File: config.mk
export PLATFORM = sky130hd
export DESIGN_NAME = store_buffer_flat
export DESIGN_NICKNAME = d
export VERILOG_FILES = /design/src/rtl/store_buffer_pkg.sv /design/src/rtl/store_buffer_if.sv /design/src/rtl/store_buffer_forward_unit.sv /design/src/rtl/store_buffer.sv /design/src/flat_wrapper.sv
export SDC_FILE = /design/constraint.sdc
export NUM_CORES = 1
export LEC_CHECK = 0
export CAP_MARGIN = 0
export CORE_ASPECT_RATIO = 0.5
export CORE_MARGIN = 3
export CORE_UTILIZATION = 55
export CTS_CLUSTER_SIZE = 8
export DETAILED_ROUTE_END_ITERATION = 8
export GPL_TIMING_DRIVEN = 0
export PLACE_DENSITY = 0.85
export REMOVE_ABC_BUFFERS = 1
export SYNTH_ARGS = -nofsm -noshare
export SYNTH_HDL_FRONTEND = slang
export SYNTH_SLANG_ARGS = --single-unit
export TNS_END_PERCENT = 1
File: constraint.sdc
create_clock -name clk -period 26.1 [get_ports clk]
set_clock_uncertainty 0.1 [all_clocks]
set_input_delay 3.915 -clock clk [delete_from_list [all_inputs] [get_ports clk]]
set_output_delay 3.915 -clock clk [all_outputs]
set_load 0.03 [all_outputs]
File: src/rtl/store_buffer_pkg.sv
// Shared types and sizing for the store buffer.
// The optional forwarding search is enabled by defining STORE_FORWARD_EN.
package store_buffer_pkg;

    localparam int FIFO_DEPTH = 8;
    localparam int ADDR_WIDTH = 32;
    localparam int DATA_WIDTH = 32;
    localparam int ID_W       = $clog2(FIFO_DEPTH);

    localparam logic [2:0] FUNCT3_SW = 3'b010;

    typedef enum logic [1:0] {SB_FREE, SB_ALLOC, SB_READY, SB_COMMIT} sb_state_t;

    typedef struct packed {
        logic [ADDR_WIDTH-1:0] addr;
        logic [DATA_WIDTH-1:0] data;
        logic                  valid;
        logic [2:0]            funct3;
        sb_state_t             state;
    } sb_entry_t;

    // Pointer with wrap bit above the entry index.
    typedef logic [ID_W:0] sb_ptr_t;

endpackage

File: src/rtl/store_buffer_if.sv
// Bundle of dispatch, execute, commit, memory-write and forwarding signals.
// The store buffer takes the slave side; the surrounding pipeline the master side.
interface store_buffer_if;
    import store_buffer_pkg::*;

    logic                  alloc_valid;
    logic                  alloc_ready;
    logic [ID_W-1:0]       alloc_store_id;

    logic                  exec_valid;
    logic [ID_W-1:0]       exec_store_id;
    logic [2:0]            exec_funct3;
    logic [ADDR_WIDTH-1:0] exec_addr;
    logic [DATA_WIDTH-1:0] exec_data;

    logic                  commit_valid;
    logic [ID_W-1:0]       commit_store_id;
    logic                  flush;

    logic                  mem_wr_valid;
    logic [ADDR_WIDTH-1:0] mem_wr_addr;
    logic [DATA_WIDTH-1:0] mem_wr_data;
    logic [2:0]            mem_wr_funct3;
    logic                  mem_wr_ready;

    logic                  ld_valid;
    logic [ADDR_WIDTH-1:0] ld_addr;
    logic [ID_W:0]         ld_store_tail;
    logic                  fwd_hit;
    logic [DATA_WIDTH-1:0] fwd_data;
    logic                  fwd_stall;

    logic                  empty;

    modport slave (
        input  alloc_valid, exec_valid, exec_store_id, exec_funct3, exec_addr, exec_data,
               commit_valid, commit_store_id, flush, mem_wr_ready,
               ld_valid, ld_addr, ld_store_tail,
        output alloc_ready, alloc_store_id, mem_wr_valid, mem_wr_addr, mem_wr_data,
               mem_wr_funct3, fwd_hit, fwd_data, fwd_stall, empty
    );

    modport master (
        output alloc_valid, exec_valid, exec_store_id, exec_funct3, exec_addr, exec_data,
               commit_valid, commit_store_id, flush, mem_wr_ready,
               ld_valid, ld_addr, ld_store_tail,
        input  alloc_ready, alloc_store_id, mem_wr_valid, mem_wr_addr, mem_wr_data,
               mem_wr_funct3, fwd_hit, fwd_data, fwd_stall, empty
    );

endinterface

File: src/rtl/store_buffer_forward_unit.sv
// Combinational store-to-load forwarding: youngest word-address match among
// entries older than the load's tail snapshot, with stall on unknown or partial stores.
module store_forward_unit
    import store_buffer_pkg::*;
(
    input  sb_entry_t             i_entries [FIFO_DEPTH],
    input  sb_ptr_t               i_head,
    input  logic                  i_ld_valid,
    input  logic [ADDR_WIDTH-1:0] i_ld_addr,
    input  sb_ptr_t               i_ld_store_tail,
    output logic                  o_fwd_hit,
    output logic [DATA_WIDTH-1:0] o_fwd_data,
    output logic                  o_fwd_stall
);

    sb_ptr_t               w_span;
    sb_entry_t             w_e;
    logic                  w_match;
    logic                  w_full;
    logic                  w_alloc_seen;
    logic [ADDR_WIDTH-1:0] w_y_addr;
    logic [DATA_WIDTH-1:0] w_y_data;
    logic [2:0]            w_y_funct3;

    always_comb begin
        // NOTE: every variable gets a default first so no path leaves a latch behind.
        w_span       = i_ld_store_tail - i_head;
        w_e          = '0;
        w_match      = 1'b0;
        w_alloc_seen = 1'b0;
        w_y_addr     = '0;
        w_y_data     = '0;
        w_y_funct3   = '0;
        // Walk oldest to youngest so the last hit is the youngest match.
        for (int k = 0; k < FIFO_DEPTH; k++) begin
            w_e = i_entries[i_head[ID_W-1:0] + ID_W'(k)];
            if (sb_ptr_t'(k) < w_span && w_e.valid) begin
                if (w_e.state == SB_ALLOC) begin
                    w_alloc_seen = 1'b1;
                end else if (w_e.addr[ADDR_WIDTH-1:2] == i_ld_addr[ADDR_WIDTH-1:2]) begin
                    w_match    = 1'b1;
                    w_y_addr   = w_e.addr;
                    w_y_data   = w_e.data;
                    w_y_funct3 = w_e.funct3;
                end
            end
        end
        w_full      = w_match && w_y_funct3 == FUNCT3_SW && w_y_addr == i_ld_addr;
        o_fwd_stall = i_ld_valid && (w_alloc_seen || (w_match && !w_full));
        o_fwd_hit   = i_ld_valid && w_full && !w_alloc_seen;
        o_fwd_data  = o_fwd_hit ? w_y_data : '0;
    end

endmodule

File: src/rtl/store_buffer.sv
// In-order store buffer: allocate at dispatch, fill at execute, commit at retire,
// drain committed head to memory. Define STORE_FORWARD_EN for exact forwarding.
module store_buffer
    import store_buffer_pkg::*;
(
    input logic           clk,
    input logic           rst,
    store_buffer_if.slave sb
);

    sb_entry_t r_entries [FIFO_DEPTH];
    sb_state_t w_state_nxt [FIFO_DEPTH];
    sb_ptr_t   r_head, r_cmt, r_tail;
    sb_ptr_t   w_count;
    logic      w_full, w_alloc, w_exec, w_drain, w_mem_valid;

    assign w_count     = r_tail - r_head;
    assign w_full      = w_count == sb_ptr_t'(FIFO_DEPTH);
    assign w_mem_valid = r_entries[r_head[ID_W-1:0]].state == SB_COMMIT;
    assign w_alloc     = sb.alloc_valid && !w_full && !sb.flush;
    assign w_exec      = sb.exec_valid && !sb.flush && r_entries[sb.exec_store_id].state == SB_ALLOC;
    assign w_drain     = w_mem_valid && sb.mem_wr_ready;

    assign sb.alloc_ready    = !w_full;
    assign sb.alloc_store_id = r_tail[ID_W-1:0];
    assign sb.empty          = r_head == r_tail;
    assign sb.mem_wr_valid   = w_mem_valid;
    assign sb.mem_wr_addr    = r_entries[r_head[ID_W-1:0]].addr;
    assign sb.mem_wr_data    = r_entries[r_head[ID_W-1:0]].data;
    assign sb.mem_wr_funct3  = r_entries[r_head[ID_W-1:0]].funct3;

    // Commit is applied before flush, so the retiring entry survives as COMMIT.
    always_comb begin
        for (int i = 0; i < FIFO_DEPTH; i++) w_state_nxt[i] = r_entries[i].state;
        if (w_exec)          w_state_nxt[sb.exec_store_id]    = SB_READY;
        if (sb.commit_valid) w_state_nxt[r_cmt[ID_W-1:0]]     = SB_COMMIT;
        if (w_drain)         w_state_nxt[r_head[ID_W-1:0]]    = SB_FREE;
        if (sb.flush) begin
            for (int i = 0; i < FIFO_DEPTH; i++) begin
                if (w_state_nxt[i] == SB_ALLOC || w_state_nxt[i] == SB_READY)
                    w_state_nxt[i] = SB_FREE;
            end
        end
        if (w_alloc)         w_state_nxt[r_tail[ID_W-1:0]]    = SB_ALLOC;
    end

    // NOTE: the entry array is reset as a whole; it is small and the state field must start FREE.
    always_ff @(posedge clk or posedge rst) begin
        if (rst) begin
            r_head <= '0;
            r_cmt  <= '0;
            r_tail <= '0;
            for (int i = 0; i < FIFO_DEPTH; i++) r_entries[i] <= '0;
        end else begin
            // NOTE: non-blocking assignments so every register samples pre-edge values.
            r_head <= r_head + sb_ptr_t'(w_drain);
            r_cmt  <= r_cmt + sb_ptr_t'(sb.commit_valid);
            r_tail <= sb.flush ? r_cmt + sb_ptr_t'(sb.commit_valid) : r_tail + sb_ptr_t'(w_alloc);
            for (int i = 0; i < FIFO_DEPTH; i++) begin
                r_entries[i].state <= w_state_nxt[i];
                r_entries[i].valid <= w_state_nxt[i] != SB_FREE;
            end
            if (w_exec) begin
                r_entries[sb.exec_store_id].addr   <= sb.exec_addr;
                r_entries[sb.exec_store_id].data   <= sb.exec_data;
                r_entries[sb.exec_store_id].funct3 <= sb.exec_funct3;
            end
            if (sb.commit_valid)
                assert (sb.commit_store_id == r_cmt[ID_W-1:0] &&
                        r_entries[sb.commit_store_id].state == SB_READY);
        end
    end

`ifdef STORE_FORWARD_EN
    store_forward_unit u_fwd (
        .i_entries       (r_entries),
        .i_head          (r_head),
        .i_ld_valid      (sb.ld_valid),
        .i_ld_addr       (sb.ld_addr),
        .i_ld_store_tail (sb.ld_store_tail),
        .o_fwd_hit       (sb.fwd_hit),
        .o_fwd_data      (sb.fwd_data),
        .o_fwd_stall     (sb.fwd_stall)
    );
`else
    // Without the search, any occupied older entry conservatively stalls the load.
    sb_ptr_t w_span;
    logic    w_occupied_older;
    logic    w_unused_ld_addr;

    always_comb begin
        w_span           = sb.ld_store_tail - r_head;
        w_occupied_older = 1'b0;
        for (int k = 0; k < FIFO_DEPTH; k++) begin
            if (sb_ptr_t'(k) < w_span && r_entries[r_head[ID_W-1:0] + ID_W'(k)].valid)
                w_occupied_older = 1'b1;
        end
    end

    assign sb.fwd_hit        = 1'b0;
    assign sb.fwd_data       = '0;
    assign sb.fwd_stall      = sb.ld_valid && w_occupied_older;
    assign w_unused_ld_addr  = ^sb.ld_addr;
`endif

endmodule

File: src/flat_wrapper.sv
// flat-port wrapper written by rule: the top's interface ports become plain ports
module store_buffer_flat import store_buffer_pkg::*;
  (clk, rst, sb_alloc_valid, sb_exec_valid, sb_exec_store_id, sb_exec_funct3, sb_exec_addr, sb_exec_data, sb_commit_valid, sb_commit_store_id, sb_flush, sb_mem_wr_ready, sb_ld_valid, sb_ld_addr, sb_ld_store_tail, sb_alloc_ready, sb_alloc_store_id, sb_mem_wr_valid, sb_mem_wr_addr, sb_mem_wr_data, sb_mem_wr_funct3, sb_fwd_hit, sb_fwd_data, sb_fwd_stall, sb_empty);
  store_buffer_if sb_i ();
  input logic clk;
  input logic rst;
  input wire logic [$bits(sb_i.alloc_valid)-1:0] sb_alloc_valid;
  input wire logic [$bits(sb_i.exec_valid)-1:0] sb_exec_valid;
  input wire logic [$bits(sb_i.exec_store_id)-1:0] sb_exec_store_id;
  input wire logic [$bits(sb_i.exec_funct3)-1:0] sb_exec_funct3;
  input wire logic [$bits(sb_i.exec_addr)-1:0] sb_exec_addr;
  input wire logic [$bits(sb_i.exec_data)-1:0] sb_exec_data;
  input wire logic [$bits(sb_i.commit_valid)-1:0] sb_commit_valid;
  input wire logic [$bits(sb_i.commit_store_id)-1:0] sb_commit_store_id;
  input wire logic [$bits(sb_i.flush)-1:0] sb_flush;
  input wire logic [$bits(sb_i.mem_wr_ready)-1:0] sb_mem_wr_ready;
  input wire logic [$bits(sb_i.ld_valid)-1:0] sb_ld_valid;
  input wire logic [$bits(sb_i.ld_addr)-1:0] sb_ld_addr;
  input wire logic [$bits(sb_i.ld_store_tail)-1:0] sb_ld_store_tail;
  output wire logic [$bits(sb_i.alloc_ready)-1:0] sb_alloc_ready;
  output wire logic [$bits(sb_i.alloc_store_id)-1:0] sb_alloc_store_id;
  output wire logic [$bits(sb_i.mem_wr_valid)-1:0] sb_mem_wr_valid;
  output wire logic [$bits(sb_i.mem_wr_addr)-1:0] sb_mem_wr_addr;
  output wire logic [$bits(sb_i.mem_wr_data)-1:0] sb_mem_wr_data;
  output wire logic [$bits(sb_i.mem_wr_funct3)-1:0] sb_mem_wr_funct3;
  output wire logic [$bits(sb_i.fwd_hit)-1:0] sb_fwd_hit;
  output wire logic [$bits(sb_i.fwd_data)-1:0] sb_fwd_data;
  output wire logic [$bits(sb_i.fwd_stall)-1:0] sb_fwd_stall;
  output wire logic [$bits(sb_i.empty)-1:0] sb_empty;
  assign sb_i.alloc_valid = sb_alloc_valid;
  assign sb_i.exec_valid = sb_exec_valid;
  assign sb_i.exec_store_id = sb_exec_store_id;
  assign sb_i.exec_funct3 = sb_exec_funct3;
  assign sb_i.exec_addr = sb_exec_addr;
  assign sb_i.exec_data = sb_exec_data;
  assign sb_i.commit_valid = sb_commit_valid;
  assign sb_i.commit_store_id = sb_commit_store_id;
  assign sb_i.flush = sb_flush;
  assign sb_i.mem_wr_ready = sb_mem_wr_ready;
  assign sb_i.ld_valid = sb_ld_valid;
  assign sb_i.ld_addr = sb_ld_addr;
  assign sb_i.ld_store_tail = sb_ld_store_tail;
  assign sb_alloc_ready = sb_i.alloc_ready;
  assign sb_alloc_store_id = sb_i.alloc_store_id;
  assign sb_mem_wr_valid = sb_i.mem_wr_valid;
  assign sb_mem_wr_addr = sb_i.mem_wr_addr;
  assign sb_mem_wr_data = sb_i.mem_wr_data;
  assign sb_mem_wr_funct3 = sb_i.mem_wr_funct3;
  assign sb_fwd_hit = sb_i.fwd_hit;
  assign sb_fwd_data = sb_i.fwd_data;
  assign sb_fwd_stall = sb_i.fwd_stall;
  assign sb_empty = sb_i.empty;
  store_buffer u_core (.clk(clk), .rst(rst), .sb(sb_i));
endmodule
### Word-level counts from Yosys, hierarchy flattened

Cells that the tools add are included.

* register bits: 572
* bits in latches: 0
* RAM bits: 0
* memory bits (read-only): 0
* bits of input ports: 117
* output and inout port bits: 107
* logic and storage cells: 221
* memories: 0

* $add $sub $neg: 12
* multiply operators: 0
* div/mod/pow operators: 0
* magnitude comparators: 23
* equality and inequality tests: 20
* shift-type cells: 0
* mux-type cells: 67
* bitwise logic cells: 20
* reductions and logical operators: 36

Operators by type and width (number)
* 70-bit binary-select mux with 3-bit select: 9
* 560-bit bitwise mux: 3
* 70-bit demux with 3-bit select: 3
* 496-bit two-way mux: 1
* 70-bit two-way mux: 3
* 6-bit two-way mux: 14
* 16-bit two-way mux: 5
* 4-bit greater-or-equal comparator (second input constant): 11
* 3-bit NOT with 4-bit output: 11
* 38-bit two-way mux: 1
* 2-bit two-way mux: 14
* 2-bit demux with 3-bit select: 4
* 2-bit by 1-bit == test with 1-bit output (second input constant): 9
* 2-bit == test (second input constant): 9
* 1-bit logical AND: 18
* 16-bit AND: 1
* 8-bit AND: 2
* 3-bit by 4-bit less-than comparator with 1-bit output (first input constant): 4
* 4-bit by 1-bit less-than comparator with 1-bit output (second input constant): 4
* 16-bit NOT: 1
* 8-bit NOT: 2
* 16-bit OR: 1
* 8-bit OR: 2
* 2-bit nonzero test: 8
* 14 further kinds: 38

### Longest topological paths before layout

* word-level depth: 23
* depth in mapped cells: 11

### Worst setup path before layout

Ideal clock, no wire load.

* path type: input to output
* start point: in sb_ld_store_tail[0]
* end point: out sb_fwd_stall
* arrival: 5.488 ns
* required time: 22.085 ns
* slack: 16.597 ns
* stages on the path: 8
* path buffers: 0
* cells stage by stage: inv_1 > ha_1 > inv_1 > fa_1 > xor2_1 > a21oi_1 > o311ai_0 > o21a_1

* longest elaborated chain between the ends: 12
* elaborated cells on any way between the ends: 26
* those cells by class: 1 x add/sub; 8 x order compare; 8 x mux; 9 x reduce/logical

RTL lines
* start: declaration: RTL line flat_wrapper.sv:19 `input wire logic [$bits(sb_i.ld_store_tail)-1:0] sb_ld_store_tail;`
* 4-bit subtractor (*): RTL line store_buffer.sv:92 `w_span = sb.ld_store_tail - r_head;`
* 1-bit by 4-bit less-than comparator with 1-bit output: RTL line store_buffer.sv:95 `if (sb_ptr_t'(k) < w_span && r_entries[r_head[ID_W-1:0] + ID_W'(k)].valid)`
* 1-bit logical AND: RTL line store_buffer.sv:95
* 1-bit two-way mux (7 in a row): RTL line store_buffer.sv:95
* 1-bit two-way mux (*): RTL line store_buffer.sv:95
* 1-bit logical AND (*): RTL line store_buffer.sv:102 `assign sb.fwd_stall = sb.ld_valid && w_occupied_older;`
* end: declaration: RTL line flat_wrapper.sv:28 `output wire logic [$bits(sb_i.fwd_stall)-1:0] sb_fwd_stall;`

Every way passes the cells marked *; elsewhere a longest branch is shown, timed or not.

### Worst setup path in the final report

Ends and elaborated chain as after synthesis.

==> impl_metrics.json <==
{
  "globalRouteOverflowTotal": 0,
  "period_share_pct": 41.4,
  "worstPathArrival_ns": 6.80,
  "cts_tree": "yes",
  "reg2reg_depth": 8,
  "synth-simple-area-share_pct": 4.85,
  "setup_viol": 0,
  "viasPerCell": 6.11,
  "synthCells": 1865,
  "place_congestion": 0.859,
  "port_buffers": 155,
  "finalMaxSlewViolations": 0,
  "path_class": "in -> out",
  "ir_worst_vdd_mv": 0.0599,
  "clock-sinks": 572,
  "hold_viol": 0,
  "dp_cells": 2569,
  "tightestPinTransition_ns": 0.921,
  "fin_nets": 2150,
  "worstSetupEndpointType": "output port",
  "clock_path_buffers": 3,
  "p_leak_nw": 14.8,
  "muxShareOfSynthArea_pct": 35.4,
  "cts_buffers": 81,
  "r2r_start": "u_core.r_head[2]",
  "synth.most_common_cell": "dfrtp_1",
  "grt_start_max_net_pins": 130,
  "post-cts-setup-buffer-count": 0,
  "required_ns": 22.08,
  "path_clk_slew_ns": 0.05,
  "drt_wl_total_um": 62000,
  "synth_top_family_by_area": "multiplexers",
  "clk_latency_ns": 0.60,
  "ff2ff_setup_slack_ns": 21.52,
  "fin_util_pct": 66.2,
  "outcome": "finished, final reports clean",
  "crit_fanout": 5,
  "synth_edf_count": 0,
  "drc": 0,
  "rows": 56,
  "synth_top_area_share_pct": 52.8,
  "fin_crit_ns": 10.81,
  "avgSynthCellArea_um2": 14.5,
  "final.setup.worst_slack_ns": 15.29,
  "vias": 16300,
  "cts_root_buf": "clkbuf_16",
  "yosysSeqAreaShare_pct": 52.8,
  "async_flop_share_pct": 100,
  "synth_adder_area_share_pct": 0.905,
  "wl_per_cell_um": 23.3,
  "antenna_found_initial": 4,
  "drv_cap": 0,
  "track_usage_pct": 24.3,
  "r2r_end": "u_core.r_entries[281]",
  "cts_hold_buf": 0,
  "die_area_um2": 52100,
  "ant_nets": 0,
  "first_iter_violations": 1318,
  "cp-startpoint": "sb_ld_store_tail[0]",
  "synth_area_leader_cell": "dfrtp_1",
  "grt_first_pass_wirelength_um": 99100,
  "syn_to_final_growth_pct": 16.5,
  "die_width_um": 320,
  "whs_ns": 0.369,
  "crit_end": "sb_fwd_stall",
  "dpl-instance-area_um2": 29400,
  "synth_xor_area_share_pct": 0.420,
  "synth_ff_type": "dfrtp_1",
  "start_kind": "input port",
  "coreArea_um2": 47700,
  "io-pin-count": 224,
  "relSlewSlack_pct": 38.2,
  "min_path_type": "reg -> reg",
  "drt_first_pass_iters": 5,
  "synth_compound_area_share_pct": 2.21,
  "synthDistinctLibCells": 61,
  "clock.fmax_mhz": 92.5,
  "rsz0062_at_grt": "false",
  "htreeDepth": 3,
  "fin_area_um2": 31600,
  "ctsResizeCount": 0,
  "yosys_warnings": 0,
  "post-dp-hpwl_um": 35600,
  "die_y_um": 163,
  "grt_pass1_vias": 17700,
  "synthesis.area_um2": 27100,
  "synthTopCellsByCount": "dfrtp_1, mux2_2, nand2_1, mux4_2, buf_2",
  "ys_ff_latch": 572,
  "fin_setup_tns_ns": 0,
  "drive_gt1_share_pct": 40.6,
  "start_util_pct": 56.8,
  "place_ws_ns": 15.24,
  "stdcell_count": 2664,
  "p_per_area_nw_per_um2": 118,
  "yosys-top-cells-area": "dfrtp_1, mux2_2, mux4_2",
  "power_mw": 3.71
}
-- layer usage --
metal / wire length, um / track usage (%) / part of all wire (%)
met3: 2690 / 4.06 / 4.3
met1: 26000 / 31.5 / 42
met2: 31500 / 42.1 / 51
met4: 1720 / 8.28 / 2.8
met5: 0 / 0 / 0
-- layout make-up --
cell class	instances	area, um2
inverter	21	91.3
sequential	572	14300
antenna	4	10.0
clock buffer	85	2080
tap	638	798
fill	3067	16100
multi-input combinational	1154	12000
clock inverter	6	104
timing repair buffer	184	2140
-- critical path: stages --
cell	delay [ns]
clkdlybuf4s50_1	0.41
inv_1	0.08
ha_1	0.14
inv_1	0.06
fa_1	0.37
xor2_1	0.36
o32ai_1	0.18
o311ai_0	0.44
o21a_1	0.17
clkdlybuf4s50_1	0.67
-- power by group --
group | total, mW | switching [mW] | internal [mW] | leakage [nW]
Clock | 0.928 | 0.359 | 0.569 | 1.07
Sequential | 1.42 | 0.215 | 1.21 | 7.48
Combinational | 1.36 | 0.622 | 0.741 | 6.23
Total | 3.71 | 1.20 | 2.52 | 14.8
-- layout by cell type (no fill, tap or decap), types with 3 or more instances in the layout --
cell,n
a21o_1,7
o21ai_0,21
o31ai_1,3
buf_16,18
o22ai_1,3
buf_4,8
and3_1,4
xnor2_1,7
mux2i_1,8
diode_2,4
clkdlybuf4s50_1,155
nor2_1,18
nand3_1,12
ha_1,18
nor3_1,4
mux4_2,145
clkbuf_16,83
dfrtp_4,3
nor2b_1,11
a211oi_1,3
mux2_2,503
nand2_1,226
clkinv_8,4
a31oi_1,8
conb_1,33
buf_6,3
inv_1,18
a21oi_1,14
mux2_4,38
xor2_1,6
a2111oi_0,5
dfrtp_1,569
nand2b_1,13
-- worst min path at each step --
stage | start | endpoint | slack, ns | cells after the start
floorplan | u_core.r_cmt[3] | u_core.r_cmt[3] | 0.34 | 1
global placement | u_core.r_cmt[3] | u_core.r_cmt[3] | 0.36 | 1
detailed placement | u_core.r_cmt[3] | u_core.r_cmt[3] | 0.36 | 1
CTS | u_core.r_cmt[3] | u_core.r_cmt[3] | 0.37 | 1
global route | u_core.r_cmt[3] | u_core.r_cmt[3] | 0.41 | 1
finish | u_core.r_cmt[3] | u_core.r_cmt[3] | 0.37 | 1
-- kinds of logic after synthesis --
family | after synthesis
fa+ha+maj | 19
other cells | 1
simple gates | 307
buf+inv | 171
xor+xnor | 13
flops | 572
mux | 694
compound gates | 88
Power figures use the tool's default switching activity.
